===== config.mk =====
export PLATFORM = sky130hd
export DESIGN_NAME = axi_ram_wr_rd_arb
export DESIGN_NICKNAME = d
export VERILOG_FILES = /design/src/rtl/axi_ram_wr_rd_arb.sv
export SDC_FILE = /design/constraint.sdc
export NUM_CORES = 1
export LEC_CHECK = 0
export BUFFER_PORTS_ARGS = -buffer_cell sky130_fd_sc_hd__buf_2
export CAP_MARGIN = 20
export CORE_MARGIN = 2
export CORE_UTILIZATION = 43
export CTS_CLUSTER_DIAMETER = 200
export DETAILED_ROUTE_END_ITERATION = 8
export GPL_TIMING_DRIVEN = 0
export PLACE_DENSITY_LB_ADDON = 0.3
export SYNTH_ARGS = -nofsm -noshare
export SYNTH_HDL_FRONTEND = slang
export SYNTH_SLANG_ARGS = --single-unit

===== constraint.sdc =====
create_clock -name i_clk -period 1.7 [get_ports i_clk]
set_clock_uncertainty 0.2 [all_clocks]
set_input_delay 0.255 -clock i_clk [delete_from_list [all_inputs] [get_ports i_clk]]
set_output_delay 0.255 -clock i_clk [all_outputs]
set_load 0.01 [all_outputs]

===== src/rtl/axi_ram_wr_rd_arb.sv =====
// Shares one single-port RAM between a write-command stream and a read-command
// stream. Whole bursts are granted and alternate round-robin between the two sides.
// Read data returns through a 2-entry response buffer with backpressure.
module axi_ram_wr_rd_arb #(
    parameter int unsigned DATA_WIDTH       = 32,
    parameter int unsigned ADDR_WIDTH       = 16,
    parameter int unsigned STRB_WIDTH       = DATA_WIDTH / 8,
    parameter int unsigned VALID_ADDR_WIDTH = ADDR_WIDTH - $clog2(STRB_WIDTH)
) (
    input  logic                        i_clk,
    input  logic                        i_rst_n,
    input  logic [ADDR_WIDTH-1:0]       i_wr_cmd_addr,
    input  logic [DATA_WIDTH-1:0]       i_wr_cmd_data,
    input  logic [STRB_WIDTH-1:0]       i_wr_cmd_strb,
    input  logic                        i_wr_cmd_en,
    input  logic                        i_wr_cmd_last,
    output logic                        o_wr_cmd_ready,
    input  logic [ADDR_WIDTH-1:0]       i_rd_cmd_addr,
    input  logic                        i_rd_cmd_en,
    input  logic                        i_rd_cmd_last,
    output logic                        o_rd_cmd_ready,
    output logic [DATA_WIDTH-1:0]       o_rd_resp_data,
    output logic                        o_rd_resp_last,
    output logic                        o_rd_resp_valid,
    input  logic                        i_rd_resp_ready,
    output logic [VALID_ADDR_WIDTH-1:0] o_ram_addr,
    output logic [DATA_WIDTH-1:0]       o_ram_wr_data,
    output logic [STRB_WIDTH-1:0]       o_ram_wr_strb,
    output logic                        o_ram_en,
    output logic                        o_ram_we,
    input  logic [DATA_WIDTH-1:0]       i_ram_rd_data
);

    localparam int unsigned ADDR_LSB = $clog2(STRB_WIDTH);

    typedef enum logic [1:0] {StIdle, StWr, StRd} state_t;

    state_t                r_state;
    state_t                w_state_nxt;
    logic                  r_pri;
    logic                  w_pri_nxt;
    logic                  r_inflight;
    logic                  r_inflight_last;
    logic [DATA_WIDTH-1:0] r_buf_data [2];
    logic [1:0]            r_buf_last;
    logic                  r_buf_wr_ptr;
    logic                  r_buf_rd_ptr;
    logic [1:0]            r_count;
    logic [1:0]            w_count_nxt;
    logic [1:0]            w_occupancy;
    logic                  w_wr_acc;
    logic                  w_rd_acc;
    logic                  w_resp_pop;
    logic                  w_store;
    logic                  w_buf_pop;
    logic                  w_unused;

    // Byte-lane bits of the addresses never reach the word-addressed RAM
    assign w_unused = ^{i_wr_cmd_addr[ADDR_LSB-1:0], i_rd_cmd_addr[ADDR_LSB-1:0]};

    // Handshakes and RAM port, combinational from grant and inputs
    always_comb begin
        w_occupancy     = r_count + {1'b0, r_inflight};
        o_wr_cmd_ready  = (r_state == StWr);
        o_rd_cmd_ready  = (r_state == StRd) && (w_occupancy < 2'd2);
        w_wr_acc        = i_wr_cmd_en && o_wr_cmd_ready;
        w_rd_acc        = i_rd_cmd_en && o_rd_cmd_ready;
        o_ram_en        = w_wr_acc || w_rd_acc;
        o_ram_we        = w_wr_acc;
        o_ram_wr_strb   = w_wr_acc ? i_wr_cmd_strb : '0;
        o_ram_wr_data   = i_wr_cmd_data;
        o_ram_addr      = (r_state == StRd) ? i_rd_cmd_addr[ADDR_WIDTH-1:ADDR_LSB]
                                            : i_wr_cmd_addr[ADDR_WIDTH-1:ADDR_LSB];
    end

    // Response head: buffered entry if any, otherwise RAM data of the beat in flight
    always_comb begin
        o_rd_resp_valid = (r_count != 2'd0) || r_inflight;
        if (r_count != 2'd0) begin
            o_rd_resp_data = r_buf_data[r_buf_rd_ptr];
            o_rd_resp_last = r_buf_last[r_buf_rd_ptr];
        end else begin
            o_rd_resp_data = i_ram_rd_data;
            o_rd_resp_last = r_inflight && r_inflight_last;
        end
        w_resp_pop = o_rd_resp_valid && i_rd_resp_ready;
        // An in-flight beat popped straight off the RAM bus bypasses the buffer
        w_store    = r_inflight && !((r_count == 2'd0) && w_resp_pop);
        w_buf_pop  = w_resp_pop && (r_count != 2'd0);
    end

    // Buffer occupancy next value
    always_comb begin
        w_count_nxt = r_count;
        if (w_store && !w_buf_pop) begin
            w_count_nxt = r_count + 2'd1;
        end else if (!w_store && w_buf_pop) begin
            w_count_nxt = r_count - 2'd1;
        end
    end

    // Arbitration FSM next state and round-robin priority
    always_comb begin
        w_state_nxt = r_state;
        w_pri_nxt   = r_pri;
        unique case (r_state)
            StIdle: begin
                if (i_wr_cmd_en && (!i_rd_cmd_en || !r_pri)) begin
                    w_state_nxt = StWr;
                end else if (i_rd_cmd_en) begin
                    w_state_nxt = StRd;
                end
            end
            StWr: begin
                if (w_wr_acc && i_wr_cmd_last) begin
                    w_state_nxt = StIdle;
                    w_pri_nxt   = 1'b1;
                end
            end
            StRd: begin
                if (w_rd_acc && i_rd_cmd_last) begin
                    w_state_nxt = StIdle;
                    w_pri_nxt   = 1'b0;
                end
            end
            default: w_state_nxt = StIdle;
        endcase
    end

    // FSM state, priority and in-flight read tracking
    always_ff @(posedge i_clk or negedge i_rst_n) begin
        if (!i_rst_n) begin
            r_state         <= StIdle;
            r_pri           <= 1'b0;
            r_inflight      <= 1'b0;
            r_inflight_last <= 1'b0;
        end else begin
            r_state    <= w_state_nxt;
            r_pri      <= w_pri_nxt;
            r_inflight <= w_rd_acc;
            if (w_rd_acc) begin
                r_inflight_last <= i_rd_cmd_last;
            end
        end
    end

    // Two-entry response buffer
    always_ff @(posedge i_clk or negedge i_rst_n) begin
        if (!i_rst_n) begin
            r_buf_data[0] <= '0;
            r_buf_data[1] <= '0;
            r_buf_last    <= '0;
            r_buf_wr_ptr  <= 1'b0;
            r_buf_rd_ptr  <= 1'b0;
            r_count       <= 2'd0;
        end else begin
            if (w_store) begin
                r_buf_data[r_buf_wr_ptr] <= i_ram_rd_data;
                r_buf_last[r_buf_wr_ptr] <= r_inflight_last;
                r_buf_wr_ptr             <= ~r_buf_wr_ptr;
            end
            if (w_buf_pop) begin
                r_buf_rd_ptr <= ~r_buf_rd_ptr;
            end
            r_count <= w_count_nxt;
        end
    end

endmodule


==> impl.org, run 1 <==
** Routing
- For this run, the detailed router's first-pass iteration total came to 4.
- The routed design has 12800 um of wire.
- Number of nets with antenna violations after routing :: 0
- Drt first-iter violations :: just over 100
- Routed via count divided by cell count :: 4.980
- # DRC :: 0
- Routed wire length per instance :: 17.42 um
- The routed layout has 3660 vias.

** Synthesis
- Share of synthesized area occupied by flip-flops and latches :: 0.4334
- Synthesized Nets :: approximately 460
- By area, the combinational part of the netlist is dominated by multiplexers.
- Compound-gate portion of the synthesized area :: 0.05403
- Counting every instance in the synthesized netlist gives between 300 and 400.
- Adder-cell share of the synthesized area :: 0
- Yosys mapped the design onto 29 distinct sky130hd cell types.
- Of the total synthesized cell area, the portion taken by AND, OR, NAND and NOR gates is 0.07686.
- A synthesized cell averages between 10 and 15 um2.
- Async SR Flop Fraction :: 1.000
- Of the total synthesized cell area, the portion taken by XOR and XNOR cells is 0.002023.
- Of the post-synthesis cell area, the part taken by muxes is 0.3412.
- Post-synth EDFFs :: 0
- Count of warnings emitted by yosys :: 0
- Synthesized area :: 4330 um2
- The most used flip-flop cell after synthesis is sky130_fd_sc_hd__dfrtp_1.
- Synth Register Bits :: 75

** Outcome
- The run finished, with violations left.
- Violations in the final reports :: setup timing

** Clock network
- The number of clock buffers added by TritonCTS is 9.
- Clk slew on worst S/H paths :: around 70 ps
- The later pin in the worst-skew pair is clocked with a latency of ~350 ps.
- The tree is rooted in a sky130_fd_sc_hd__clkbuf_8.
- In this run the deepest clock path goes through 2 buffers.
- TritonCTS built the clock tree.
- In this run the number of H-tree levels came out at 3.
- The clock net in this run drives a total of between 70 and 80 sinks.

** Cells and area
- The top cell types in the final layout, fill and taps aside, are 110 x sky130_fd_sc_hd__buf_2, 74 x sky130_fd_sc_hd__mux2_4, 73 x sky130_fd_sc_hd__dfrtp_1, 65 x sky130_fd_sc_hd__buf_6, 50 x sky130_fd_sc_hd__buf_4.
- Most common library cell in the layout ignoring fill and taps :: sky130_fd_sc_hd__buf_2
- In the final layout, the share of cells above drive strength 1 is 0.7508.
- Relative to the synthesized area, the layout overhead comes to 73.04%.
- Final Instance Area :: 7493 um2
- The layout has approximately 620 filler cells.
- Net count of the finished layout :: between 700 and 800
- 0 antenna diodes ended up in the layout.
- Final core utilization :: 0.7666

** Die
- The floorplan has 36 rows.
- For this design the top-level I/O count stands at 195.
- The die is ~100 um wide.
- The die is about 100 um tall.
- The die covers about 11000 um2.
- The core region is 9774 um2.
- For this configuration, the core starts out at a cell density of 0.4430.

** Global routing
- The first global-routing pass estimated just under 20000 um of wire.
- For this run, global-route usage on met1 was measured as 0.2761.
- After global routing, the most crowded layer is met2.
- Total congestion overflow :: 0
- Across every metal layer, demand over resource in global routing totals 0.2250.
- Vias in the first global route :: 3955
- In the global route stage, met3 resource usage came out at 0.02820.
- The number of antenna violations at the first check in global routing was 0.
- Routing usage on met2 :: 0.4122
- Entering global routing, the biggest net connects 63 pins.

** Critical path
- The critical path is of the reg2out type.
- In this run the worst path has a maximum fanout of 7.
- CP endpoint kind :: output port
- Setup crit start kind :: flop
- Slowest-stage cell, CP :: sky130_fd_sc_hd__dfrtp_1
- In this design, the stage delay of the slowest critical-path cell is about 370 ps.
- Walking the worst path, the cells encountered are buf_6 > or2_4 > buf_12 > buf_8 > nor2_2 > a21oi_4 > buf_2.
- At the worst endpoint, the required time is around 1200 ps.
- Crit path arrival time :: 1700 ps

** STA
- Setup repair after global routing missed its margin :: yes
- Adding up every negative setup slack in the final design gives -39140 ps.
- The final number of max-transition violations was 0.
- After layout, the minimum clock period comes to approximately 2200 ps.
- Across all setup checks in the final design, the least slack found is -459.6 ps.
- For this run, the top clock speed supported by timing is approximately 460 MHz.
- Tightest Pin Transition :: roughly 300 ps
- Final setup fails :: 120
- The number of hold violations in the final report was 0.
- In the finished design, the share of the clock period the worst path needs comes to 1.270.
- Measured against its own limit, the worst slew margin works out to 0.7958.

** Pwr
- Reported leakage power :: 3.460 nW
- Highest ir drop seen on vdd :: just under 900 uV
- Pwr/cell area :: 1781 nW/um2

** Place
- Placement Cell Area :: around 5700 um2
- The congestion estimate from routability-driven global placement came to roughly 0.77.
- OpenSTA, run right after detailed placement, puts the worst setup slack at -413.2 ps.
- Number of buffers inserted by port buffering :: 158
- The HPWL after detailed placement is approximately 7500 um.

** Flow run
- The tool flagged a number of max-cap violations equal to 0.

** Hold path
- Path category of the worst min-delay check :: in2reg
logic make-up after synthesis:
family	Yosys count
multiplexers	115
XOR/XNOR	1
AND/OR/NAND/NOR	64
flip-flops	75
buffers and inverters	56
AO/OA/AOI/OAI	45
layout make-up:
class / instances / area [um2] / share of cell area
Inverter: 1 / 3.754 / 0.0005009
Clock buffer: 9 / 123.9 / 0.01653
Buffer: 51 / 548.0 / 0.07313
Sequential cell: 75 / 1879 / 0.2508
Clock inverter: 6 / 65.06 / 0.008683
Timing Repair Buffer: 235 / 2019 / 0.2695
Multi-Input combinational cell: 225 / 2688 / 0.3587
Tap cell: 133 / 166.4 / 0.02221
flip-flops by register name, summed over array words and instances (netlist names):
| signal | flops |
|---|---|
| r_state | 2 |
| r_pri | 1 |
| r_count | 2 |
| r_buf_last | 2 |
| r_inflight_last | 1 |
| r_buf_rd_ptr | 1 |
| r_buf_data | 64 |
| r_inflight | 1 |
| r_buf_wr_ptr | 1 |
metal layers:
layer | routed length (um) | up-vias
li1 | - | 1702
met1 | 5249 | 1793
met2 | 6646 | 143
met3 | 694 | 22
met4 | 212 | 0
met5 | 0 | -
worst paths after layout:
kind | start | slack, ps | end | cells after the start
min reg2reg | r_state[0] | 290 | r_state[1] | 1
min in group asynchronous | i_rst_n | 110 | r_buf_data[8] | 2
max | r_count[1] | -460 | o_rd_resp_data[3] | 7
min | i_rd_resp_ready | 10 | r_buf_rd_ptr | 3
max in group asynchronous | i_rst_n | 600 | r_count[0] | 3
max reg2reg | r_count[0] | -360 | r_buf_data[56] | 9
timing repair:
action                                  4_1_cts  5_1_grt
endpoints found under the hold margin       139        0
hold buffers                                 35        0
pin swaps                                     4        9
resized for setup                           130       78
cloned                                        7        2
buffers inserted                             28        6
endpoints found under the setup margin      116      123
per-stage QoR:
| step | power, mW | hold slack, ps | instances |
|---|---|---|---|
| global route | 14.01 | 21.18 | 735 |
| floorplan | 7.750 | -240.6 | 356 |
| CTS | 12.21 | 6.296 | 731 |
| finish | 13.34 | 12.00 | 735 |
| detailed placement | 9.294 | -70.52 | 648 |
| global placement | 9.105 | 268.4 | 647 |
cells in the mapped netlist (2+ instances only):
cell type	number	area share
sky130_fd_sc_hd__a21oi_1	39	0.045
sky130_fd_sc_hd__dfrtp_1	75	0.43
sky130_fd_sc_hd__mux2_2	20	0.052
sky130_fd_sc_hd__clkbuf_1	4	0.0035
sky130_fd_sc_hd__and3_1	5	0.0072
sky130_fd_sc_hd__o21ai_0	2	0.0023
sky130_fd_sc_hd__nand2b_1	3	0.0043
sky130_fd_sc_hd__a211oi_1	2	0.0035
sky130_fd_sc_hd__buf_6	7	0.018
sky130_fd_sc_hd__nor2b_1	5	0.0072
sky130_fd_sc_hd__nand3b_1	2	0.0035
sky130_fd_sc_hd__nand2_1	6	0.0052
sky130_fd_sc_hd__nor2_4	2	0.0052
sky130_fd_sc_hd__buf_4	33	0.057
sky130_fd_sc_hd__mux2_4	60	0.21
sky130_fd_sc_hd__mux2i_1	34	0.079
sky130_fd_sc_hd__buf_2	11	0.013
sky130_fd_sc_hd__or2_2	2	0.0029
sky130_fd_sc_hd__and2_1	2	0.0029
sky130_fd_sc_hd__nor2_1	33	0.029
where the power goes:
group	switching (mW)	internal, mW
clock	0.694	0.673
combinational	3.55	5.07
sequential	0.679	2.67
total	4.93	8.42
worst max-delay path, delay by kind of cell, from the launching register on:
kind / cells / cell delay (ps)
and+or+nand+nor: 2 / 380
DFF: 1 / 370
AOI/OAI and AO/OA: 1 / 30
buffers and inverters: 4 / 570
No activity file was read; power rests on OpenSTA's default activity.
==> run 2, diff against run 1 <==
Settings changed: PLACE_DENSITY set to 0.77, PLACE_DENSITY_LB_ADDON 0.3 to unset.
==> run 2 against run 1 <==
  * The flow still finishes with violations (setup timing)
  * Sequential cell count stayed put
  * Via count is 2.2% higher
  * Count of clock-buffer cells in the layout is 2 higher
  * Wire length is 12% higher
  * Sequential power hardly changed
  * Global-route usage is 1.6 points higher
  * First-iteration DRC count is 25% higher
  * Power is 3.2% higher
  * Critical path type unchanged
  * Largest cell class unchanged
==> impl.org, run 2 (synthesized netlist as in run 1, its figures left out) <==
** Critical path
- Slowest-stage cell, CP :: sky130_fd_sc_hd__mux2i_2 (was sky130_fd_sc_hd__dfrtp_1)
- The arrival time of the worst setup path is 1760 ps (was 1700 ps).
- The element type at the critical path end is an output port (unchanged).
- The largest driver fanout on the critical path came to 10 (was 7).
- The category of cells accounting for the largest share of critical-path delay is buffers and inverters (unchanged).
- Critical path type :: reg2out (unchanged)
- Sequence of cells on the critical path :: clkbuf_4 > buf_6 > mux2i_2 > a21oi_4 > buf_2 (was buf_6 > or2_4 > buf_12 > buf_8 > nor2_2 > a21oi_4 > buf_2)
- The required time of the critical path is 1240 ps (about the same).
- Highest cell delay on the worst timing path :: 370 ps (about the same)
- The startpoint class of the critical path is a flop (unchanged).
- Buf+Inv Stages, Crit Path :: 3 (was 4)

** STA
- The final number of max-transition violations came to 0 (unchanged).
- Worst setup slack after layout :: -515.0 ps (was -459.6 ps)
- Setup repair after global routing missed its margin: yes (unchanged).
- The final total negative setup slack came to -38790 ps (was -39140 ps).
- Hold violation total from the final report :: 0 (unchanged)
- The relative max-transition margin was 0.6479 (was 0.7958).
- The worst hold slack is 14.01 ps (was 12.00 ps).
- Highest attainable clock frequency :: 451.5 MHz (was 463.1 MHz)
- Final worst path period share :: 1.303 (was 1.270)
- Tightest Pin Transition :: 528.2 ps (was 297.8 ps)
- Final setup fails :: 123 (was 120)
- Shortest period the worst path allows :: 2215 ps (was 2160 ps)

** Pwr
- The power per unit of standard cell area is 1801 nW/um2 (was 1781 nW/um2).
- The leakage component of the power is 3.528 nW (was 3.460 nW).
- The overall power of the completed layout was 13.77 mW (was 13.34 mW).
- The worst IR drop on VDD is 777.2 uV (was 883.4 uV).

** Die
- The core area was 9774 um2 (unchanged).
- Initial Util :: 0.4430 (unchanged)
- Area enclosed by the die boundary :: 10890 um2 (unchanged)
- The I/O pin total was 195 (unchanged).
- Height of the die :: 104.4 um (unchanged)
- FP Rows :: 36 (unchanged)
- Chip Width :: 104.4 um (unchanged)

** Global routing
- The via count of the first global-routing pass is 3941 (was 3955).
- Pin count of the biggest net entering global routing :: 39 (was 63)
- Antenna violations before repair :: 0 (unchanged)
- The overall fraction of global-route tracks in use is 0.2405 (was 0.2250).
- Global-route wire length before repair :: 20950 um (was 19720 um)
- The total congestion overflow after global routing was 0 (unchanged).

** Cells and area
- Most frequent cells in the layout: 115 x sky130_fd_sc_hd__buf_2, 76 x sky130_fd_sc_hd__mux2_4, 73 x sky130_fd_sc_hd__dfrtp_1, 68 x sky130_fd_sc_hd__buf_6, 49 x sky130_fd_sc_hd__buf_4 (was 110 x sky130_fd_sc_hd__buf_2, 74 x sky130_fd_sc_hd__mux2_4, 73 x sky130_fd_sc_hd__dfrtp_1, 65 x sky130_fd_sc_hd__buf_6, 50 x sky130_fd_sc_hd__buf_4).
- The flip-flop count of the largest register, all copies and words added was 64 (unchanged).
- Most common library cell in the layout ignoring fill and taps :: sky130_fd_sc_hd__buf_2 (unchanged)
- Final Instance Area :: 7645 um2 (was 7493 um2)
- The layout overhead on the synthesized area is 76.54% (was 73.04%).
- The final non-filler cell total came to 744 (was 735).
- The antenna diode count is 0 (unchanged).
- The register with the most flip-flops is r_buf_data (unchanged).
- Final core utilization :: 0.7821 (was 0.7666)
- The final layout net count is 713 (was 705).
- The fraction of layout cells with a size suffix above 1 was 0.7561 (was 0.7508).

** Place
- The post-placement cell area is 5700 um2 (was 5708 um2).
- Number of buffers inserted by port buffering :: 158 (unchanged)
- Place WS :: -370.8 ps (was -413.2 ps)
- Post-DP HPWL :: 7729 um (was 7499 um)
- Routability-driven placement congestion ratio :: 0.7645 (was 0.7706)
- The cell total after placement is 648 (unchanged).

** Outcome
- Violations in the final reports :: setup timing (unchanged)
- Status :: complete, but fails checks (unchanged)

** Routing
- Routed via count divided by cell count :: 5.027 (was 4.980)
- Drt first-iter violations :: 126 (was 101)
- The remaining design rule violation count came to 0 (unchanged).
- Wire length after detailed routing :: 14340 um (was 12800 um)
- The residual antenna-violating net count after detailed routing is 0 (unchanged).
- Detailed Routing Iterations Pass 1 :: 4 (unchanged)
- Routed wire length per instance :: 19.27 um (was 17.42 um)
- The routed via count came to 3740 (was 3660).

** Clock network
- H-Tree Level Count :: 3 (unchanged)
- Cell at the root of the clock tree :: sky130_fd_sc_hd__clkbuf_8 (unchanged)
- CTS buffer count :: 9 (unchanged)
- Clk slew on worst S/H paths :: 80 ps (was 70 ps)
- CTS sink cnt :: 75 (unchanged)
- The clock network latency to the later pin of the worst-skew pair is 340 ps (was 350 ps).
- The CTS tree is built (unchanged).
- Buffer depth of the longest clock path :: 2 (unchanged)

** Flow run
- Max Cap Violations :: 0 (unchanged)

** Hold path
- The worst min-delay path class is in2reg (unchanged).
## run 2: cell count changes in the layout (fill, tap and decap cells not counted), moves of 3 or more
cell,before,now
sky130_fd_sc_hd__nor2_2,28,22
sky130_fd_sc_hd__nor2_4,5,11
sky130_fd_sc_hd__buf_12,9,12
sky130_fd_sc_hd__buf_6,65,68
sky130_fd_sc_hd__buf_2,110,115
## run 2: path summary, 6_finish.rpt
check	depth (start not counted)	end	from	slack, ps
setup / recovery	5	o_rd_resp_data[18]	r_buf_rd_ptr	-510
setup reg to reg	8	r_buf_data[41]	r_count[0]	-340
min in group asynchronous	2	r_buf_data[39]	i_rst_n	250
hold / removal	2	r_buf_data[28]	i_ram_rd_data[28]	10
hold reg to reg	1	r_buf_data[34]	r_buf_data[34]	320
max in group asynchronous	3	r_buf_data[28]	i_rst_n	450
## run 2: power breakdown
group | total, mW | internal [mW] | switching [mW]
registers | 3.36 | 2.67 | 0.696
clock network | 1.40 | 0.688 | 0.713
logic | 9.01 | 5.23 | 3.77
## run 2: final cells by class
class	instances	area [um2]
buffer	52	564.3
clock buffer	11	131.4
clock inverter	5	62.56
fill	579	2130
inverter	1	3.754
multi-input combinational	225	2724
sequential	75	1879
tap	133	166.4
timing repair buffer	242	2113
## run 2: worst reg2reg max path, delay by kind of cell, from the launching register on
family	cells	cell delay (ps)
multiplexers	1	300
buffers and inverters	5	670
AND/OR/NAND/NOR	2	320
flip-flops	1	440
## run 2: timing repair
action,in CTS,in global routing
gates resized for setup,157,58
pin swaps,6,11
hold buffers,33,0
setup endpoints to repair,117,123
buffers inserted,27,16
hold endpoints to repair,98,0
gates cloned,8,2
## run 2: routing by layer
layer | up-vias | global-route usage | wire length, um
li1 | 1706 | - | -
met1 | 1843 | 0.2860 | 5255
met2 | 164 | 0.4402 | 7972
met3 | 27 | 0.05201 | 815
met4 | 0 | 0.05695 | 295
met5 | - | 0 | 0
==> run 3, diff against run 2 <==
Settings changed: GPL_TIMING_DRIVEN 0 to unset.
==> run 3 against run 2 <==
  * The flow still finishes with violations (setup timing)
  * Core utilization shrank 5.4 points
  * Critical path depth is the same
  * Worst setup slack gained 97 ps
  * Sequential cell count is the same
  * Combinational power shrank 6.7%
  * Sequential power shrank 3%
  * Register-to-register slack gained 30 ps
  * Power shrank 3.3%
  * Wire length shrank 5.3%
  * Maximum frequency grew 4.6%
  * Largest cell class unchanged
==> impl.org, run 3 (synthesized netlist as in run 1, its figures left out) <==
** Outcome
- Status: complete, but fails checks (unchanged).
- Violations in the final reports: setup timing (unchanged).

** Critical path
- The critical-path cell with the highest stage delay is sky130_fd_sc_hd__dfrtp_1 (was sky130_fd_sc_hd__mux2i_2).
- The number of cells on the worst reg-to-reg path came to 7 (was 8).
- Minimum setup slack among reg-to-reg paths :: -310 ps (was -340 ps)
- Highest cell delay on the worst timing path :: 410 ps (was 370 ps)
- In this design, the critical path's most frequently occurring cell is sky130_fd_sc_hd__buf_6.
- Data required time of the critical path :: 1240 ps (about the same)
- The largest driver fanout on the critical path is 3 (was 10).
- The arrival time of the worst setup path came to 1660 ps (was 1760 ps).
- Capture point of the worst reg-to-reg path :: r_buf_data[19] (was r_buf_data[41])
- The category of the critical setup timing path is reg2out (unchanged).
- The critical path buffer and inverter count came to 2 (was 3).
- Sequence of cells on the critical path: buf_6 > a21boi_2 > and4b_1 > or2_4 > buf_6 (was clkbuf_4 > buf_6 > mux2i_2 > a21oi_4 > buf_2).
- Setup crit start kind :: flop (unchanged)
- The beginning of the worst register-to-register path is r_count[0] (unchanged).
- The element type at the critical path end is an output port (unchanged).
- The category of cells accounting for the largest share of critical-path delay is simple AND/OR/NAND/NOR gates (was buffers and inverters).

** Die
- Chip Width :: 104.4 um (unchanged)
- Height of the die :: 104.4 um (unchanged)
- Initial Util :: 0.4430 (unchanged)
- Top Ports :: 195 (unchanged)
- The site row count is 36 (unchanged).
- Area enclosed by the die boundary :: 10890 um2 (unchanged)
- The core area came to 9774 um2 (unchanged).

** Clock network
- Cell at the root of the clock tree :: sky130_fd_sc_hd__clkbuf_8 (unchanged)
- The CTS tree is built (unchanged).
- Clock latency of the later-clocked register in the worst-skew pair :: 350 ps (was 340 ps)
- The H-tree depth was 3 (unchanged).
- The clock-pin slew of the registers on the worst-case setup and hold paths came to 80 ps (about the same).
- The clock sink count was 75 (unchanged).
- Buffer depth of the longest clock path :: 2 (unchanged)
- CTS buffer count :: 9 (unchanged)

** STA
- Worst setup slack after layout :: -417.6 ps (was -515.0 ps)
- The clock period minus worst slack came to 2118 ps (was 2215 ps).
- Worst hold slack :: 24.59 ps (was 14.01 ps)
- Setup TNS :: -34330 ps (was -38790 ps)
- The final clock period utilization by the worst path is 1.246 (was 1.303).
- Final setup fails :: 123 (unchanged)
- The achievable frequency came to 472.2 MHz (was 451.5 MHz).
- The pin slew with the least headroom to its limit is 435.7 ps (was 528.2 ps).
- The relative max-transition margin is 0.7095 (was 0.6479).
- Setup repair after global routing missed its margin: yes (unchanged).
- Number of pins exceeding their max-slew limit in the final report :: 0 (unchanged)
- Hold violation total from the final report :: 0 (unchanged)

** Place
- Post-DP HPWL :: 7188 um (was 7729 um)
- Number of buffers inserted by port buffering :: 126 (was 158)
- Routability-driven placement congestion ratio :: 0.7446 (was 0.7645)

** Routing
- The remaining design rule violation count is 0 (unchanged).
- The number of vias per cell came to 5.237 (was 5.027).
- Detailed Routing Iterations Pass 1 :: 4 (unchanged)
- The residual antenna-violating net count after detailed routing is 0 (unchanged).
- Wire length after detailed routing :: 13570 um (was 14340 um)
- The first-iteration detailed-routing DRC count is 113 (was 126).
- The post-detailed-route wirelength per cell was 20.35 um (was 19.27 um).
- The routed via count was 3493 (was 3740).

** Cells and area
- Most frequent cells in the layout :: 85 x sky130_fd_sc_hd__buf_2, 78 x sky130_fd_sc_hd__mux2_4, 73 x sky130_fd_sc_hd__dfrtp_1, 56 x sky130_fd_sc_hd__buf_6, 34 x sky130_fd_sc_hd__dlygate4sd3_1 (was 115 x sky130_fd_sc_hd__buf_2, 76 x sky130_fd_sc_hd__mux2_4, 73 x sky130_fd_sc_hd__dfrtp_1, 68 x sky130_fd_sc_hd__buf_6, 49 x sky130_fd_sc_hd__buf_4)
- The final layout net count came to 636 (was 713).
- Register with the most flip-flops :: r_buf_data (unchanged)
- Proportion of layout cells with a drive suffix above 1 :: 0.6779 (was 0.7561)
- Synthesis-to-layout area growth :: 64.29% (was 76.54%)
- Most common library cell in the layout ignoring fill and taps :: sky130_fd_sc_hd__buf_2 (unchanged)
- The antenna diode count was 0 (unchanged).
- The flip-flop count of the largest register, all copies and words added is 64 (unchanged).

** Pwr
- The worst IR drop on VDD came to 809.6 uV (was 777.2 uV).
- The leakage component of the power is 3.233 nW (was 3.528 nW).
- The power per unit of standard cell area was 1872 nW/um2 (was 1801 nW/um2).

** Global routing
- The via count of the first global-routing pass was 3799 (was 3941).
- Antenna violations before repair :: 0 (unchanged)
- Total congestion overflow :: 0 (unchanged)
- The pin count of the biggest net entering global routing was 34 (was 39).
- Overall routing resource usage :: 0.2289 (was 0.2405)
- The first-pass GRT wire length was 19730 um (was 20950 um).

** Flow run
- The count of maximum capacitance violations came to 0 (unchanged).

** Hold path
- Path category of the worst min-delay check :: in2reg (unchanged)
- The number of cells on the worst hold path was 2 (unchanged).
- Hold_sp :: i_ram_rd_data[7] (was i_ram_rd_data[28])
- The hold path endpoint is r_buf_data[7] (was r_buf_data[28]).
-- run 3: cell count changes in the layout (fill, tap and decap cells not counted), sizes merged --
cell,previous run,this run
bufinv,1,3
or2,3,4
dlygate4sd3,33,34
buf,257,173
inv,2,1
clkinvlp,2,0
clkbuf,15,21
-- run 3: per-layer routing --
metal,up-vias,track usage,part of all wire
met5,-,0,0
met4,0,0.07819,0.017
met3,27,0.04887,0.040
met2,127,0.4174,0.54
met1,1783,0.2639,0.40
li1,1556,-,-
-- run 3: worst max-delay path by stage --
stage	start	end	slack, ps	depth (start not counted)
after detailed placement	r_count[1]	r_buf_data[39]	-90	5
after CTS	r_count[0]	o_rd_resp_data[16]	-400	5
after global routing	r_count[0]	o_ram_en	-480	5
after floorplan	r_count[1]	o_rd_resp_data[0]	-30	6
after global placement	r_count[1]	r_buf_data[41]	-60	5
final	r_count[0]	o_ram_en	-420	5
-- run 3: what timing repair did --
item / in CTS / in global routing
resized for setup: 118 / 58
endpoints found under the setup margin: 122 / 123
buffers inserted: 10 / 11
hold endpoints to repair: 82 / 1
hold buffers: 33 / 1
gates cloned: 7 / 10
pin swaps: 7 / 11
-- run 3: through the flow --
| step | cell area, um2 | util | setup slack, ps | total power, mW | instances |
|---|---|---|---|---|---|
| after floorplan | 4721 | - | -30.57 | 7.750 | 356 |
| after global placement | 5343 | 0.5466 | -64.54 | 8.934 | 584 |
| after detailed placement | 5343 | 0.5466 | -89.14 | 9.164 | 584 |
| after CTS | 6616 | 0.6769 | -403.6 | 12.01 | 650 |
| after global routing | 7114 | 0.7279 | -482.7 | 13.98 | 667 |
| final | 7114 | 0.7279 | -417.6 | 13.32 | 667 |
-- run 3: where the power goes --
part	internal, mW	switching [mW]	total [mW]
logic	4.74	3.67	8.41
registers	2.67	0.586	3.25
clock network	0.981	0.683	1.66
total	8.39	4.94	13.3
-- run 3: layout make-up --
cell class                 instances  area (um2)
tap                              133       166.4
multi-input combinational        226        2774
fill                             615        2660
inverter                           1       3.754
clock inverter                     4       98.84
clock buffer                      12       135.1
sequential                        75        1879
timing repair buffer             216        2057
-- run 3: worst register-to-register path: cells and delay by family (launching register included) --
family | cells | cell delay [ps]
muxes | 1 | 310
buffers and inverters | 4 | 620
and+or+nand+nor | 2 | 390
DFF | 1 | 400
